## config.mk

```make
export PLATFORM = sky130hd
export DESIGN_NAME = ravan_keystream_xor
export DESIGN_NICKNAME = d
export VERILOG_FILES = /design/src/rtl/ravan_keystream_xor.sv
export SDC_FILE = /design/constraint.sdc
export NUM_CORES = 2
export LEC_CHECK = 0
export ABC_AREA = 1
export CAP_MARGIN = 20
export CELL_PAD_IN_SITES_DETAIL_PLACEMENT = 1
export CELL_PAD_IN_SITES_GLOBAL_PLACEMENT = 2
export CORE_ASPECT_RATIO = 0.7
export CORE_UTILIZATION = 36
export DETAILED_ROUTE_END_ITERATION = 8
export DONT_BUFFER_PORTS = 1
export PLACE_DENSITY = 0.78
export SYNTH_ARGS = -nofsm -noshare
export SYNTH_HDL_FRONTEND = slang
export SYNTH_SLANG_ARGS = --single-unit
```

## constraint.sdc

```tcl
create_clock -name clk -period 27.6 [get_ports clk]
set_input_delay 6.9 -clock clk [delete_from_list [all_inputs] [get_ports clk]]
set_output_delay 6.9 -clock clk [all_outputs]
set_load 0.02 [all_outputs]
```

## src/rtl/ravan_keystream_xor.sv

```systemverilog
// XORs a 32-bit stream with a keystream taken from a captured 512-bit key, with one output register stage.
// Latency 1 cycle. in_ready drops whenever the output register is full and stalled, or no key is loaded.
module ravan_keystream_xor #(
  parameter int WORDS_PER_KEY = 16,
  parameter int CNT_W         = 16
) (
  input  logic             clk,
  input  logic             rst,
  input  logic [511:0]     hashkey_in,
  input  logic             hashkey_vld,
  input  logic [31:0]      in_data,
  input  logic             in_valid,
  output logic             in_ready,
  output logic [31:0]      out_data,
  output logic             out_valid,
  input  logic             out_ready,
  output logic             key_loaded,
  output logic             rekey_req,
  output logic             key_err,
  output logic [CNT_W-1:0] blk_cnt
);

  typedef enum logic [1:0] {
    IDLE    = 2'd0,
    LOAD    = 2'd1,
    RUN     = 2'd2,
    EXHAUST = 2'd3
  } state_t;

  localparam logic [CNT_W-1:0] WPK = CNT_W'(WORDS_PER_KEY);

  state_t             state_q, state_d;
  logic [511:0]       key_q, key_d;
  logic [CNT_W-1:0]   ctr_q, ctr_d;
  logic [31:0]        out_data_q, out_data_d;
  logic               out_valid_q, out_valid_d;
  logic               key_err_q, key_err_d;

  logic               accept;
  logic [CNT_W-1:0]   ctr_inc;
  logic [3:0]         idx;
  logic [31:0]        key_word;

  always_comb begin
    state_d     = state_q;
    key_d       = key_q;
    ctr_d       = ctr_q;
    out_data_d  = out_data_q;
    out_valid_d = out_valid_q;
    key_err_d   = 1'b0;

    in_ready = (state_q == RUN) && (!out_valid_q || out_ready);
    accept   = in_valid && in_ready;
    ctr_inc  = ctr_q + CNT_W'(1);
    idx      = ctr_q[3:0];
    key_word = key_q[{idx, 5'd0} +: 32];

    // Output register drains independently of the state so a word from a prior key is never lost.
    if (accept) begin
      out_data_d  = in_data ^ key_word ^ 32'(ctr_q);
      out_valid_d = 1'b1;
      ctr_d       = ctr_inc;
    end else if (out_ready) begin
      out_valid_d = 1'b0;
    end

    case (state_q)
      IDLE: begin
        if (hashkey_vld) begin
          if (hashkey_in != '0) state_d = LOAD;
          else                  key_err_d = 1'b1;
        end
      end
      LOAD: begin
        key_d   = hashkey_in;
        ctr_d   = '0;
        state_d = RUN;
      end
      RUN: begin
        if (accept && (ctr_inc == WPK)) state_d = EXHAUST;
      end
      EXHAUST: begin
        if (!hashkey_vld) state_d = IDLE;
      end
      default: state_d = IDLE;
    endcase
  end

  always_ff @(posedge clk or posedge rst) begin
    if (rst) begin
      state_q     <= IDLE;
      key_q       <= '0;
      ctr_q       <= '0;
      out_data_q  <= '0;
      out_valid_q <= 1'b0;
      key_err_q   <= 1'b0;
    end else begin
      state_q     <= state_d;
      key_q       <= key_d;
      ctr_q       <= ctr_d;
      out_data_q  <= out_data_d;
      out_valid_q <= out_valid_d;
      key_err_q   <= key_err_d;
    end
  end

  assign out_data   = out_data_q;
  assign out_valid  = out_valid_q;
  assign key_loaded = (state_q == RUN) || (state_q == EXHAUST);
  assign rekey_req  = (state_q == EXHAUST);
  assign key_err    = key_err_q;
  assign blk_cnt    = ctr_q;

endmodule

```

==> flow_metrics.py <==
metrics = {
    "global_route": {
        "use_met2_pct": 43.8,
        "top_usage_layer": "met2",
        "grt_pass1_wl_um": 173000,
        "grt_util_met3_pct": 5.92,
        "track_usage_pct": 28.9,
        "grt_max_degree": 148,
        "grt_pass1_vias": 25800,
        "grtUsageMet1_pct": 42.3,
        "overflow": 0,
        "grt_antenna_before_repair": 4,
    },
    "floorplan": {
        "fp.dieH_um": 238,
        "die_area_mm2": 0.0809,
        "core-area_mm2": 0.0788,
        "rows": 86,
        "start_util_pct": 36.4,
        "io_pins": 602,
        "die_width_um": 340,
    },
    "routing": {
        "viasPerCell": 5.22,
        "post-route-drc-count": 0,
        "vias": 25400,
        "drtIter0Drc": 1870,
        "ant_nets": 0,
        "wl_per_cell_um": 24.3,
        "wl_um": 118000,
        "first_pass_iters": 5,
    },
    "timing": {
        "finClkSkew_ns": 0.0208,
        "max_clock_freq_ghz": 0.0704,
        "tightest_slew_ns": 1.03,
        "period_minus_slack_ns": 14.21,
        "finalCritPeriodShare_pct": 51.5,
        "fin_ws_ns": 13.39,
        "report.final.slew_viol_count": 0,
        "setup_viol": 0,
        "max_slew_margin_pct": 31.4,
        "fin_setup_tns_ns": 0,
        "hold_viol": 0,
        "rsz0062_at_grt": "false",
    },
    "setup_path": {
        "critPathSlowestCell": "a21oi_1",
        "crit_chain": "inv_1 -> a21oi_1",
        "cp_top_family": "compound AO/OA/AOI/OAI gates",
        "critPathMaxFanout": 2,
        "cp.arrival_ns": 7.31,
        "crit_required_ns": 20.70,
        "start_kind": "input pin",
        "timing.critical_path.buf_inv": 1,
        "slowest_delay_ns": 0.37,
        "critPathKind": "input pin to output port",
        "endpoint_kind": "output port",
    },
    "finish": {
        "fillers": 9816,
        "instances_no_fill": 4855,
        "nets": 4298,
        "final_core_util_pct": 39.8,
        "drive_gt1_share_pct": 5.64,
        "syn2layout_area_growth_pct": 9.25,
    },
    "clock_tree": {
        "post-cts-setup-buffers": 0,
        "cts_buffer_depth": 3,
        "path_clk_slew_ns": 0.06,
        "cts-root-buf": "clkbuf_16",
        "cts_buffers": 61,
        "cts_resized": 0,
        "postCtsHoldBufs": 0,
        "cts-htree-levels": 2,
        "cts_tree": "built",
        "worstSkewPairLatency_ns": 0.65,
        "clock_sinks": 564,
    },
    "synth": {
        "syn_area_mm2": 0.0287,
        "synth.most_common_cell": "nand2_1",
        "synth_cells": 3873,
        "synth_area_leader_cell": "dfrtp_1",
        "yosysSeqAreaShare_pct": 49.2,
        "yosysTopAreaCellShare_pct": 49.2,
        "async_flop_share_pct": 100,
        "synth_edf_count": 0,
        "syn_nets": 4427,
        "avgSynthCellArea_um2": 7.41,
        "synthTopCellsByArea": "dfrtp_1 49%, nand2_1 18%, o21ai_0 7.3%",
        "yosysWarnings": 0,
        "ys_ff_latch": 564,
        "synth.distinct_cells": 42,
        "synth_top_flop_cell": "dfrtp_1",
        "synthTopCellsByCount": "1347 x nand2_1, 564 x dfrtp_1, 420 x o21ai_0",
    },
    "job": {
        "maxCapViolations": 0,
    },
    "placed_design": {
        "dp_hpwl_um": 87300,
        "place_congestion": 0.856,
        "dp_cells": 4737,
        "port_buffers": 0,
        "dpl_worst_slack_ns": 13.39,
    },
    "pwr": {
        "p_leak_nw": 14.6,
        "p_per_area_mw_per_mm2": 123,
        "peakVddDrop_v": 0.000104,
    },
    "status": {
        "status": "complete, no violations",
    },
    "hold_path": {
        "worstHoldPathType": "register to register",
    },
}
==> final timing paths <==
| path | start | slack (ns) | endpoint | depth (start not counted) |
|---|---|---|---|---|
| max | out_ready | 13.39 | in_ready | 2 |
| max reg2reg | state_q[1] | 23.29 | key_q[247] | 6 |
| min in group asynchronous | rst | 6.17 | key_q[314] | 1 |
| min reg2reg | key_q[4] | 0.47 | key_q[4] | 2 |
| min | key_q[4] | 0.47 | key_q[4] | 2 |
| max in group asynchronous | rst | 18.29 | blk_cnt[2] | 4 |
==> final cells by class <==
cell class / count / area, um2 / share of cell area [%]
Sequential cell: 564 / 14100 / 45.0
Multi-Input combinational cell: 2788 / 12400 / 39.6
Clock buffer: 99 / 1880 / 6.00
Tap cell: 1056 / 1320 / 4.21
Inverter: 298 / 1140 / 3.62
Timing Repair Buffer: 31 / 270 / 0.862
Clock inverter: 17 / 216 / 0.690
Antenna cell: 2 / 5.00 / 0.0160
==> cells by family after synthesis <==
kind of cell               Yosys count  share of synthesized area (%)
AOI/OAI and AO/OA                  796                           15.0
buffers and inverters              521                           7.68
adders and majority gates            5                          0.218
and+or+nand+nor                   1950                           26.8
xor gates and xnor gates            37                           1.13
DFF                                564                           49.2
==> cells in the final DEF, fill, tap and decap left out, types with 17 or more instances in the layout <==
cell type	count
o21ai_1	174
dfrtp_1	561
clkbuf_8	17
inv_1	293
o21ai_0	420
nand3_1	152
o211ai_1	23
a21oi_2	47
a21oi_1	114
clkbuf_1	19
nor2_1	396
xnor2_1	22
nand2_1	1347
buf_4	28
clkbuf_16	63
==> per-layer routing <==
layer,vias up,wire length (um)
met4,10,2420
li1,12000,-
met2,621,51700
met3,137,7150
met5,-,65
met1,12600,56500
==> through the flow <==
| step | power, mW | hold WS, ns | area (um2) |
|---|---|---|---|
| after global routing | 4.16 | 0.484 | 31400 |
| after global placement | 2.97 | 0.449 | 29300 |
| after floorplan | 2.46 | 0.437 | 28700 |
| after CTS | 3.91 | 0.470 | 31400 |
| final | 3.87 | 0.465 | 31400 |
| after detailed placement | 3.02 | 0.453 | 29300 |
==> registers in the layout, indices dropped and copies added, names as in the netlist <==
signal,cells
state_q,2
blk_cnt,16
out_valid,1
key_q,512
out_data,32
key_err,1
==> where the power goes <==
part / leakage (nW) / total [mW] / internal (mW) / switching [mW]
Clock: 1.04 / 0.877 / 0.510 / 0.366
Sequential: 6.97 / 1.45 / 1.23 / 0.226
Combinational: 6.59 / 1.54 / 0.431 / 1.11
Total: 14.6 / 3.87 / 2.17 / 1.70
Power figures use the tool's default switching activity.
